## config.mk

```make
export PLATFORM = sky130hd
export DESIGN_NAME = norm_round_stage
export DESIGN_NICKNAME = d
export VERILOG_FILES = /design/src/rtl/norm_round_stage_pkg.sv /design/src/rtl/norm_round_stage_flo.sv /design/src/rtl/norm_round_stage.sv
export SDC_FILE = /design/constraint.sdc
export NUM_CORES = 1
export LEC_CHECK = 0
export CAP_MARGIN = 20
export CORE_ASPECT_RATIO = 2
export CORE_MARGIN = 2
export CORE_UTILIZATION = 56
export CTS_BUF_LIST = sky130_fd_sc_hd__clkbuf_8 sky130_fd_sc_hd__clkbuf_16
export DETAILED_ROUTE_END_ITERATION = 12
export PLACE_DENSITY = 0.81
export SLEW_MARGIN = 40
export SYNTH_ARGS = -nofsm -noshare
export SYNTH_HDL_FRONTEND = slang
export SYNTH_SLANG_ARGS = --single-unit
```

## constraint.sdc

```tcl
create_clock -name clk -period 10.3 [get_ports clk]
set_input_delay 3.09 -clock clk [delete_from_list [all_inputs] [get_ports clk]]
set_output_delay 3.09 -clock clk [all_outputs]
set_load 0.01 [all_outputs]
```

## src/rtl/norm_round_stage_pkg.sv

```systemverilog
// Shared constants for the normalize/round stage: rounding mode and flag layout.
package norm_round_stage_pkg;

  // Only round-to-nearest-even is implemented; the enum leaves room for more modes.
  typedef enum logic [0:0] {
    RND_RNE = 1'b0
  } rnd_mode_e;

  localparam rnd_mode_e RND_MODE = RND_RNE;

  // Bit positions inside the packed result-flag vector.
  localparam int unsigned FLAG_W     = 3;
  localparam int unsigned FLAG_ZERO  = 0;
  localparam int unsigned FLAG_UFLOW = 1;
  localparam int unsigned FLAG_OFLOW = 2;

  // Round-to-nearest-even increment decision from guard, sticky and kept LSB.
  function automatic logic rne_round_up(input logic guard, input logic sticky,
                                        input logic lsb);
    return guard & (sticky | lsb);
  endfunction

endpackage

```

## src/rtl/norm_round_stage_flo.sv

```systemverilog
// Leading-one finder: bit index of the most significant set bit of mant_i.
module flo #(
  parameter int unsigned N   = 32,
  parameter int unsigned E_W = 8,
  localparam int unsigned LZW   = $clog2(N),
  localparam int unsigned OFF_W = (E_W > LZW) ? E_W : LZW
) (
  input  logic [N-1:0]     mant_i,
  output logic [OFF_W-1:0] offset_o,
  output logic             found_o
);

  // Scan upward so the highest set bit is the last one written.
  always_comb begin
    offset_o = '0;
    found_o  = 1'b0;
    for (int i = 0; i < N; i++) begin
      if (mant_i[i]) begin
        offset_o = OFF_W'(i);
        found_o  = 1'b1;
      end
    end
  end

endmodule

```

## src/rtl/norm_round_stage.sv

```systemverilog
// Two-stage normalize and round-to-nearest-even pipeline with valid/ready flow control.
module norm_round_stage
  import norm_round_stage_pkg::*;
#(
  parameter int unsigned N   = 32,
  parameter int unsigned E_W = 8,
  parameter int unsigned M_W = 24
) (
  input  logic           clk,
  input  logic           rst_n,
  input  logic           in_valid,
  output logic           in_ready,
  input  logic [N-1:0]   in_mant,
  input  logic [E_W-1:0] in_exp,
  input  logic           in_sign,
  output logic           out_valid,
  input  logic           out_ready,
  output logic [M_W-1:0] out_mant,
  output logic [E_W-1:0] out_exp,
  output logic           out_sign,
  output logic           out_zero,
  output logic           out_uflow,
  output logic           out_oflow
);

  localparam int unsigned LZW   = $clog2(N);
  localparam int unsigned OFF_W = (E_W > LZW) ? E_W : LZW;
  // Ones over the bits below the guard position (empty when M_W == N-1).
  localparam logic [N-1:0] STICKY_MASK = {N{1'b1}} >> (M_W + 1);

  // Leading-one search on the incoming mantissa.
  logic [OFF_W-1:0] flo_offset;
  logic             flo_found;

  flo #(
    .N  (N),
    .E_W(E_W)
  ) u_flo (
    .mant_i  (in_mant),
    .offset_o(flo_offset),
    .found_o (flo_found)
  );

  // Stage 1 registers.
  logic           s1_valid_q, s1_valid_d;
  logic [N-1:0]   s1_mant_q, s1_mant_d;
  logic [E_W-1:0] s1_exp_q, s1_exp_d;
  logic           s1_sign_q, s1_sign_d;
  logic [LZW-1:0] s1_lz_q, s1_lz_d;
  logic           s1_zero_q, s1_zero_d;

  // Stage 2 (output) registers.
  logic              out_valid_q, out_valid_d;
  logic [M_W-1:0]    out_mant_q, out_mant_d;
  logic [E_W-1:0]    out_exp_q, out_exp_d;
  logic              out_sign_q, out_sign_d;
  logic [FLAG_W-1:0] out_flags_q, out_flags_d;

  logic s1_load_c;
  logic s2_load_c;

  // Each stage loads when empty or when its consumer drains it this cycle.
  always_comb begin
    s2_load_c = !out_valid_q || out_ready;
    s1_load_c = !s1_valid_q || s2_load_c;
    in_ready  = s1_load_c;
  end

  // Stage 1 next state: capture input and leading-zero count.
  always_comb begin
    s1_valid_d = in_valid;
    s1_mant_d  = in_mant;
    s1_exp_d   = in_exp;
    s1_sign_d  = in_sign;
    s1_lz_d    = LZW'(OFF_W'(N - 1) - flo_offset);
    s1_zero_d  = !flo_found;
  end

  // Stage 1 register; valid clears on bubbles.
  always_ff @(posedge clk or negedge rst_n) begin
    if (!rst_n) begin
      s1_valid_q <= 1'b0;
      s1_mant_q  <= '0;
      s1_exp_q   <= '0;
      s1_sign_q  <= 1'b0;
      s1_lz_q    <= '0;
      s1_zero_q  <= 1'b0;
    end else if (s1_load_c) begin
      s1_valid_q <= s1_valid_d;
      s1_mant_q  <= s1_mant_d;
      s1_exp_q   <= s1_exp_d;
      s1_sign_q  <= s1_sign_d;
      s1_lz_q    <= s1_lz_d;
      s1_zero_q  <= s1_zero_d;
    end
  end

  // Stage 2 datapath signals.
  logic [N-1:0]   sh_c;
  logic [M_W-1:0] kept_c;
  logic           guard_c;
  logic           sticky_c;
  logic           inc_c;
  logic [M_W:0]   rounded_c;
  logic [E_W-1:0] exp_base_c;
  logic           uflow_c;

  // Normalize, round and classify the stage-1 item.
  always_comb begin
    sh_c       = s1_mant_q << s1_lz_q;
    kept_c     = sh_c[N-1 -: M_W];
    guard_c    = sh_c[N-1-M_W];
    sticky_c   = |(sh_c & STICKY_MASK);
    inc_c      = (RND_MODE == RND_RNE) ? rne_round_up(guard_c, sticky_c, kept_c[0]) : 1'b0;
    rounded_c  = {1'b0, kept_c} + (M_W + 1)'(inc_c);
    uflow_c    = OFF_W'(s1_lz_q) > OFF_W'(s1_exp_q);
    exp_base_c = E_W'(OFF_W'(s1_exp_q) - OFF_W'(s1_lz_q));

    out_valid_d = s1_valid_q;
    out_sign_d  = s1_sign_q;
    out_mant_d  = '0;
    out_exp_d   = '0;
    out_flags_d = '0;

    if (s1_zero_q) begin
      out_flags_d[FLAG_ZERO] = 1'b1;
    end else if (uflow_c) begin
      // Flush to zero when the exponent cannot absorb the normalization shift.
      out_flags_d[FLAG_ZERO]  = 1'b1;
      out_flags_d[FLAG_UFLOW] = 1'b1;
    end else if (rounded_c[M_W]) begin
      if (&exp_base_c) begin
        // Rounding carry pushes the exponent past its maximum: saturate.
        out_flags_d[FLAG_OFLOW] = 1'b1;
        out_mant_d              = '1;
        out_exp_d               = '1;
      end else begin
        out_mant_d = {1'b1, {(M_W - 1){1'b0}}};
        out_exp_d  = E_W'(exp_base_c + E_W'(1));
      end
    end else begin
      out_mant_d = rounded_c[M_W-1:0];
      out_exp_d  = exp_base_c;
    end
  end

  // Output register; holds while stalled by the consumer.
  always_ff @(posedge clk or negedge rst_n) begin
    if (!rst_n) begin
      out_valid_q <= 1'b0;
      out_mant_q  <= '0;
      out_exp_q   <= '0;
      out_sign_q  <= 1'b0;
      out_flags_q <= '0;
    end else if (s2_load_c) begin
      out_valid_q <= out_valid_d;
      out_mant_q  <= out_mant_d;
      out_exp_q   <= out_exp_d;
      out_sign_q  <= out_sign_d;
      out_flags_q <= out_flags_d;
    end
  end

  // Drive ports from the output register.
  always_comb begin
    out_valid = out_valid_q;
    out_mant  = out_mant_q;
    out_exp   = out_exp_q;
    out_sign  = out_sign_q;
    out_zero  = out_flags_q[FLAG_ZERO];
    out_uflow = out_flags_q[FLAG_UFLOW];
    out_oflow = out_flags_q[FLAG_OFLOW];
  end

endmodule

```

==> flow_summary.ini, run 1 <==
[sta]
fin_skew_ps = 10.26
timing.final.crit_period_ps = 8600
fin_tns_setup_ps = 0
rsz0062_at_grt = no
fmax_mhz = 116.3
slew_violations = 0
relSlewSlack_pct = 47.35
hold_viol_final = 0
worst-slew-pin-transition_ps = 788.9
post-route-period-util_pct = 83.49
setup_ws_ps = 1700
setup_viol = 0

[clock_network]
clock-sinks = 85
cts_resized = 0
clockRootBuffer = clkbuf_16
cts_tree = yes
clock_latency_ps = 360
ctsHoldBuffers = 0
cts_setup_buffers = 0
clockBufferDepth = 2
h-tree-depth = 3
clk_pin_slew_ps = 70
cts_made_buffers = 9

[job]
maxCapViolations = 0

[drt]
antenna_left = 0
routed_wl_um = 17500
vias = 5741
drc_errors = 0
post_drt_wl_per_cell_um = 18.94
dr.first_iter.drc_count = 378
drtPass1Iterations = 5
vias_per_cell = 6.213

[power]
cell_internal_pwr_mw = 0.7782
p_sw_mw = 0.4343
p_clk_share_pct = 27.1
switching_share_pct = 35.82
powerDensity_nw_per_um2 = 163.3
irDropWorstVdd_mv = 0.1100
pwr-share-seq_pct = 35.1
p_leak_nw = 3.107
p_comb_share_pct = 37.8

[worst_setup_path]
worstRegToRegCells = 11
critPathCaptureType = primary output
cp-start-kind = input pin
arrival_ps = 5510
path_class = in2out
crit_path_max_fanout = 52
cp.required_ps = 7210

[run_status]
status = finished, final reports clean

[logic_synthesis]
ys_async_sr_fraction_pct = 100.0
synth_edf_count = 0
yosys.area.top_type = dfrtp_1
synth_nets = 775
ys_seq_elements = 85
syn_area_um2 = 6277
ys_types = 73
synth_area_leaders = dfrtp_1, nand2_1, mux4_2
yosysMostFrequentCell = nand2_1
syn_inst = 722
ys.flop_type = dfrtp_1
synth_top_area_share_pct = 33.88
synth_common_cells = nand2_1, dfrtp_1, nor2_1
yosysSeqAreaShare_pct = 33.88
yosys_warnings = 0
avgSynthCellArea_um2 = 8.694

[global_route]
grt.total_usage_pct = 30.13
grt_pass1_wl_um = 28820
antenna_found_initial = 0
grt_pass1_vias = 5860
grt_max_degree = 86
grt-ovfl-total = 0

[floorplan]
die_h_um = 153.7
die-area_um2 = 12120
die_width_um = 78.87
start_util_pct = 57.35
core_um2 = 10950
io_pins = 83
row_count = 54

[final_layout]
drive_gt1_share_pct = 10.46
antenna_cells = 0
fill_cells = 895
syn2layout_area_growth_pct = 18.30
nets = 832

[hold_path]
hold_path_depth = 2
holdCritPathClass = reg2reg

[place]
dp_hpwl_um = 13450
pre_cts_ws_ps = 1708
place.gp.congestion = 0.9917
port_buffers = 82
[sequential cells by signal (all words and copies together) (netlist names)]
name / cells
out_flags_q: 3
s1_exp_q: 8
s1_zero_q: 1
out_sign: 1
s1_mant_q: 32
s1_lz_q: 5
out_sign_d: 1
out_valid_d: 1
out_valid: 1
out_mant: 24
out_exp: 8
[cells by family (layout without fill, tap and decap cells)]
logic type | after synthesis | count (layout) | synth area share [%]
AO/OA/AOI/OAI | 175 | 175 | 18.64
XOR/XNOR | 22 | 22 | 3.069
adder cells (fa/ha/maj) | 8 | 8 | 1.714
buffers and inverters | 61 | 123 | 4.504
flip-flops | 85 | 85 | 33.88
multiplexers | 70 | 70 | 16.44
AND/OR/NAND/NOR | 301 | 301 | 21.75
[layout make-up]
| cell class | count | area [um2] | area share [%] |
|---|---|---|---|
| repair buffers | 89 | 874.6 | 11.78 |
| well taps | 140 | 175.2 | 2.359 |
| clock inverters | 7 | 75.07 | 1.011 |
| multi-input cells | 576 | 3880 | 52.25 |
| flip-flops and latches | 85 | 2128 | 28.66 |
| inverters | 18 | 67.56 | 0.9099 |
| clock buffers | 9 | 225.2 | 3.033 |
[cell usage in the layout, fill, tap and decap left out, types with 6 or more instances in the layout]
cell             Yosys  layout
a21o_1               6       6
clkdlybuf4s50_1      0      81
o22ai_1              7       7
xnor2_1             11      11
nand2_1            158     158
mux2i_1             30      30
nand3_1             14      14
a22oi_1             12      12
nor2_1              59      59
clkbuf_16            0       9
xor2_1              11      11
a21oi_1             22      22
dfrtp_1             85      84
and2_1               6       6
mux4_2              25      25
nor2b_1              9       8
mux2_2              15      15
o21ai_0             51      51
a211oi_1            10       9
a22o_1               9       9
buf_4                7       6
ha_1                 7       7
nor3_1              10       9
inv_1               16      16
nand4_1              7       7
o21ai_1              9       9
and3_1               6       6
[power by group through the flow]
stage	combinational [mW]	clock [mW]	sequential, mW
finish	0.458	0.329	0.426
global route	0.499	0.343	0.433
CTS	0.454	0.331	0.426
detailed placement	0.452	0	0.432
global placement	0.443	0	0.429
floorplan	0.269	0	0.440
[per-layer routing]
| metal | routed length [um] | global-route usage, % | share of wire (%) | vias to the layer above |
|---|---|---|---|---|
| met2 | 9571 | 54.99 | 55 | 202 |
| met5 | 0 | 0 | 0 | - |
| met3 | 526 | 2.993 | 3.0 | 70 |
| met4 | 1063 | 19.46 | 6.1 | 0 |
| met1 | 6335 | 32.10 | 36 | 2738 |
| li1 | - | - | - | 2731 |
[final timing paths]
| path | start | end | slack, ps |
|---|---|---|---|
| worst max-delay path | out_ready | in_ready | 1700 |
| worst min-delay path | out_sign_d | out_sign_d | 480 |
| worst max register to register | s1_lz_q[2] | out_exp[4] | 5060 |
| worst min register to register | out_sign_d | out_sign_d | 480 |
| max in group asynchronous | rst_n | s1_mant_q[2] | 7080 |
| min in group asynchronous | rst_n | s1_mant_q[30] | 2760 |
[worst max-delay path: stages]
cell and delay [ps]:
clkdlybuf4s50_1 410, nor2b_2 110, buf_4 360, and2_1 180
buf_4 410, clkinv_1 120, buf_4 280, clkdlybuf4s50_1 530
[metrics by stage]
stage	cells	hold WS, ps	utilization, %	instance area, um2	power (mW)
finish	924	477.1	67.84	7426	1.212
global route	924	476.9	67.84	7426	1.274
CTS	923	472.6	67.73	7413	1.211
detailed placement	907	454.2	64.99	7113	0.8840
global placement	907	447.4	64.91	7104	0.8716
floorplan	722	430.1	-	6277	0.7094
No activity file was read; power rests on OpenSTA's default activity.
==> run 2, diff against run 1 <==
==> constraint.sdc (replaced) <==
create_clock -name clk -period 8.5 [get_ports clk]
set_input_delay 2.55 -clock clk [delete_from_list [all_inputs] [get_ports clk]]
set_output_delay 2.55 -clock clk [all_outputs]
set_load 0.01 [all_outputs]
==> run 2 against run 1 <==
  * Largest cell class unchanged
  * Routed wire length grew 2.5%
  * Critical path type unchanged
  * Critical endpoint unchanged
  * Worst hold slack gained 1.1 ps
  * Design area hardly changed
  * Via count is 1.2% higher
  * Highest routed layer unchanged
  * First-iteration DRC count decreased by 26%
  * Sequential share of layout area about the same
  * Sequential cell count did not move
  * Clock skew down 1.8 ps
==> flow_summary.ini, run 2 (synthesized netlist as in run 1, its figures left out) <==
[clock_network]
clockRootBuffer = clkbuf_16
clock-sinks = 85
cts_setup_buffers = 0
clock_latency_ps = 350
h-tree-depth = 3
clk_pin_slew_ps = 70
cts_resized = 0
ctsHoldBuffers = 0
cts_tree = yes
cts_made_buffers = 9
clockBufferDepth = 2

[job]
maxCapViolations = 0

[floorplan]
row_count = 54
core_um2 = 10950
io_pins = 83
die_h_um = 153.7
die_width_um = 78.87
die-area_um2 = 12120
start_util_pct = 57.35

[worst_setup_path]
worstRegToRegCells = 12
cp-start-kind = input pin
crit_path_max_fanout = 40
arrival_ps = 4230
r2r_start = s1_lz_q[2]
endpoint = in_ready
r2r-end = out_exp[5]
cp.required_ps = 5950
critical_path.startpoint = out_ready
path_class = in2out
r2r_slack_ps = 3470
critPathCaptureType = primary output

[drt]
vias_per_cell = 6.297
dr.first_iter.drc_count = 281
vias = 5812
post_drt_wl_per_cell_um = 19.42
drtPass1Iterations = 5
antenna_left = 0
drc_errors = 0
routed_wl_um = 17930

[sta]
hold_viol_final = 0
fin_skew_ps = 8.450
fin_tns_setup_ps = 0
setup_viol = 0
slew_violations = 0
worst-slew-pin-transition_ps = 778.9
post-route-period-util_pct = 79.78
timing.final.crit_period_ps = 6781
relSlewSlack_pct = 47.52
rsz0062_at_grt = no
fmax_mhz = 147.5

[global_route]
grt_pass1_wl_um = 29410
antenna_found_initial = 0
grt_max_degree = 86
grt.total_usage_pct = 30.78
grt-ovfl-total = 0
grt_pass1_vias = 6020

[power]
irDropWorstVdd_mv = 0.1080
powerDensity_nw_per_um2 = 200.8
p_leak_nw = 3.111

[place]
dp.cells = 906
place.gp.congestion = 1.010
port_buffers = 82
dp_hpwl_um = 13770

[final_layout]
drive_gt1_share_pct = 10.34
top_register = s1_mant_q
fin_util_pct = 67.89
layout_common_cells = nand2_1, dfrtp_1, clkdlybuf4s50_1
mostFrequentLayoutCell = nand2_1
syn2layout_area_growth_pct = 18.38
largest_reg_flops = 32
antenna_cells = 0
final_cell_count_no_fill = 923
nets = 831

[hold_path]
holdCritPathClass = reg2reg
hold_path_depth = 2

[run_status]
status = finished, final reports clean
run 2: cell count changes in the layout (fill, tap and decap cells not counted), sizes merged:
cell      delta
clkinvlp     -1
bufinv       +1
buf          -1
run 2: per-layer routing:
metal	global-route usage, %	part of all wire, %	up-vias
met5	0	0	-
met4	18.97	5.5	0
met3	3.462	3.3	68
met2	56.86	56	225
met1	32.32	36	2789
li1	-	-	2730
run 2: worst min path at each step:
stage,start,endpoint
4_1_cts,out_sign_d,out_sign_d
2_1_floorplan,out_valid_d,out_valid
3_5_place_dp,out_sign_d,out_sign_d
5_1_grt,out_sign_d,out_sign_d
6_report,out_sign_d,out_sign_d
3_3_place_gp,out_sign_d,out_sign_d
run 2: critical path, cell delays in order:
cell and delay [ps]:
clkdlybuf4s50_1 410, nor2b_2 120, buf_4 380, and2_1 210
clkinv_1 80, clkdlybuf4s50_1 480
run 2: power breakdown:
group          internal (mW)  leakage (nW)  switching, mW
registers              0.468          1.03         0.0499
logic                  0.265          1.92          0.294
clock network          0.236         0.155          0.179
run 2: layout make-up:
| cell class | count | area (um2) |
|---|---|---|
| Sequential cell | 85 | 2128 |
| Multi-Input combinational cell | 576 | 3880 |
| Fill cell | 913 | 3515 |
| Inverter | 18 | 67.56 |
| Clock inverter | 7 | 87.58 |
| Tap cell | 140 | 175.2 |
| Clock buffer | 9 | 225.2 |
| Timing Repair Buffer | 88 | 867.1 |
run 2: through the flow:
stage | instance area [um2] | power [mW] | setup WS (ps) | hold WS, ps
finish | 7431 | 1.492 | 1719 | 478.1
CTS | 7418 | 1.490 | 1709 | 478.2
floorplan | 6277 | 0.8596 | 2453 | 430.1
global placement | 7097 | 1.058 | 1737 | 445.6
detailed placement | 7106 | 1.074 | 1722 | 462.3
global route | 7431 | 1.568 | 1613 | 500.6
==> run 3, diff against run 2 <==
==> constraint.sdc (replaced) <==
create_clock -name clk -period 6.7 [get_ports clk]
set_input_delay 2.01 -clock clk [delete_from_list [all_inputs] [get_ports clk]]
set_output_delay 2.01 -clock clk [all_outputs]
set_load 0.01 [all_outputs]
==> run 3 against run 2 <==
  * Non-clock buffer count increased by 1
  * Cell count is 0.11% higher
  * Sequential power grew 28%
  * Largest power group unchanged
  * Critical endpoint unchanged
==> flow_summary.ini, run 3 (synthesized netlist as in run 1, its figures left out) <==
[clock_network]
ctsHoldBuffers = 0
clockRootBuffer = clkbuf_16
cts_made_buffers = 9
clk_pin_slew_ps = 70
clock-sinks = 85
clockBufferDepth = 2
clock_latency_ps = 360
cts_tree = yes
cts_resized = 0
h-tree-depth = 3
cts_setup_buffers = 0

[final_layout]
mostFrequentLayoutCell = nand2_1
drive_gt1_share_pct = 10.46
final_cell_count_no_fill = 924
top_register = s1_mant_q
layout_common_cells = nand2_1, dfrtp_1, clkdlybuf4s50_1
syn2layout_area_growth_pct = 18.24
antenna_cells = 0
largest_reg_flops = 32
nets = 832

[global_route]
grt-ovfl-total = 0
grt_pass1_wl_um = 28350
grt.total_usage_pct = 29.73
gr-usage-met3_pct = 4.754
antenna_found_initial = 0
grtUsageMet1_pct = 30.51
grt_max_degree = 86
grt-busiest-layer = met2
grt_pass1_vias = 5790
grt_util_met2_pct = 55.88

[power]
powerDensity_nw_per_um2 = 249.4
irDropWorstVdd_mv = 0.1443
p_leak_nw = 3.108

[worst_setup_path]
critical_path.startpoint = out_ready
crit_path_max_fanout = 2
r2r-end = out_exp[4]
cp.required_ps = 4690
worstRegToRegCells = 12
cp-start-kind = input pin
arrival_ps = 3330
critPathCaptureType = primary output
r2r_slack_ps = 1730
endpoint = in_ready
path_class = in2out
r2r_start = s1_lz_q[2]

[floorplan]
row_count = 54
die_h_um = 153.7
start_util_pct = 57.35
io_pins = 83
die-area_um2 = 12120
core_um2 = 10950
die_width_um = 78.87

[drt]
drtPass1Iterations = 5
vias_per_cell = 6.171
drc_errors = 0
dr.first_iter.drc_count = 202
vias = 5702
routed_wl_um = 17280
post_drt_wl_per_cell_um = 18.70
antenna_left = 0

[place]
place.gp.congestion = 0.9895
dp_hpwl_um = 13480
dp.cells = 907
port_buffers = 82

[sta]
fin_tns_setup_ps = 0
slew_violations = 0
rsz0062_at_grt = no
fin_skew_ps = 13.76
fmax_mhz = 187.3
relSlewSlack_pct = 47.78
post-route-period-util_pct = 79.67
worst-slew-pin-transition_ps = 782.4
setup_viol = 0
hold_viol_final = 0
timing.final.crit_period_ps = 5338

[hold_path]
holdCritPathClass = reg2reg

[run_status]
status = finished, final reports clean

[job]
maxCapViolations = 0
run 3: changes by cell type in the layout (fill, tap and decap cells not counted), sizes merged:
| cell | delta |
|---|---|
| buf | +1 |
| bufinv | -1 |
| inv | +1 |
run 3: layer usage:
metal | wire length (um) | vias up | share of wire (%)
met1 | 6348 | 2735 | 37
li1 | - | 2732 | -
met4 | 783 | 0 | 4.5
met5 | 0 | - | 0
met2 | 9584 | 186 | 55
met3 | 560 | 49 | 3.2
run 3: worst min path at each step:
stage	from	end	cells past startpoint
6_report	out_sign_d	out_sign_d	2
5_1_grt	out_valid_d	out_valid	1
4_1_cts	out_valid_d	out_valid	1
3_5_place_dp	out_valid_d	out_valid	1
3_3_place_gp	out_valid_d	out_valid	1
2_1_floorplan	out_valid_d	out_valid	1
run 3: report_power, final:
| group | total (mW) | leakage [nW] | switching, mW | internal (mW) |
|---|---|---|---|---|
| clock network | 0.494 | 0.147 | 0.231 | 0.264 |
| logic | 0.695 | 1.93 | 0.358 | 0.337 |
| registers | 0.662 | 1.03 | 0.0688 | 0.593 |
| total | 1.85 | 3.11 | 0.657 | 1.19 |
run 3: metrics by stage:
stage / total power [mW] / instance area [um2] / hold WS (ps) / utilization, % / worst slack [ps]
3_3_place_gp: 1.339 / 7104 / 445.1 / 64.91 / 1342
2_1_floorplan: 1.091 / 6277 / 430.1 / - / 1733
5_1_grt: 1.954 / 7422 / 484.0 / 67.81 / 1299
6_report: 1.851 / 7422 / 472.4 / 67.81 / 1362
4_1_cts: 1.854 / 7410 / 470.7 / 67.70 / 1332
3_5_place_dp: 1.358 / 7113 / 453.4 / 64.99 / 1351
run 3: area by class of cell:
type	instances	area (um2)
clock buffers	9	225.2
clock inverters	7	71.32
fillers	930	3523
inverters	18	67.56
multi-input cells	576	3880
flip-flops and latches	85	2128
well taps	140	175.2
repair buffers	89	874.6
run 3: worst max-delay path, stage by stage:
cell             delay, ps
clkdlybuf4s50_1        420
nor2b_2                130
and2_1                 160
clkinv_1               100
clkdlybuf4s50_1        490
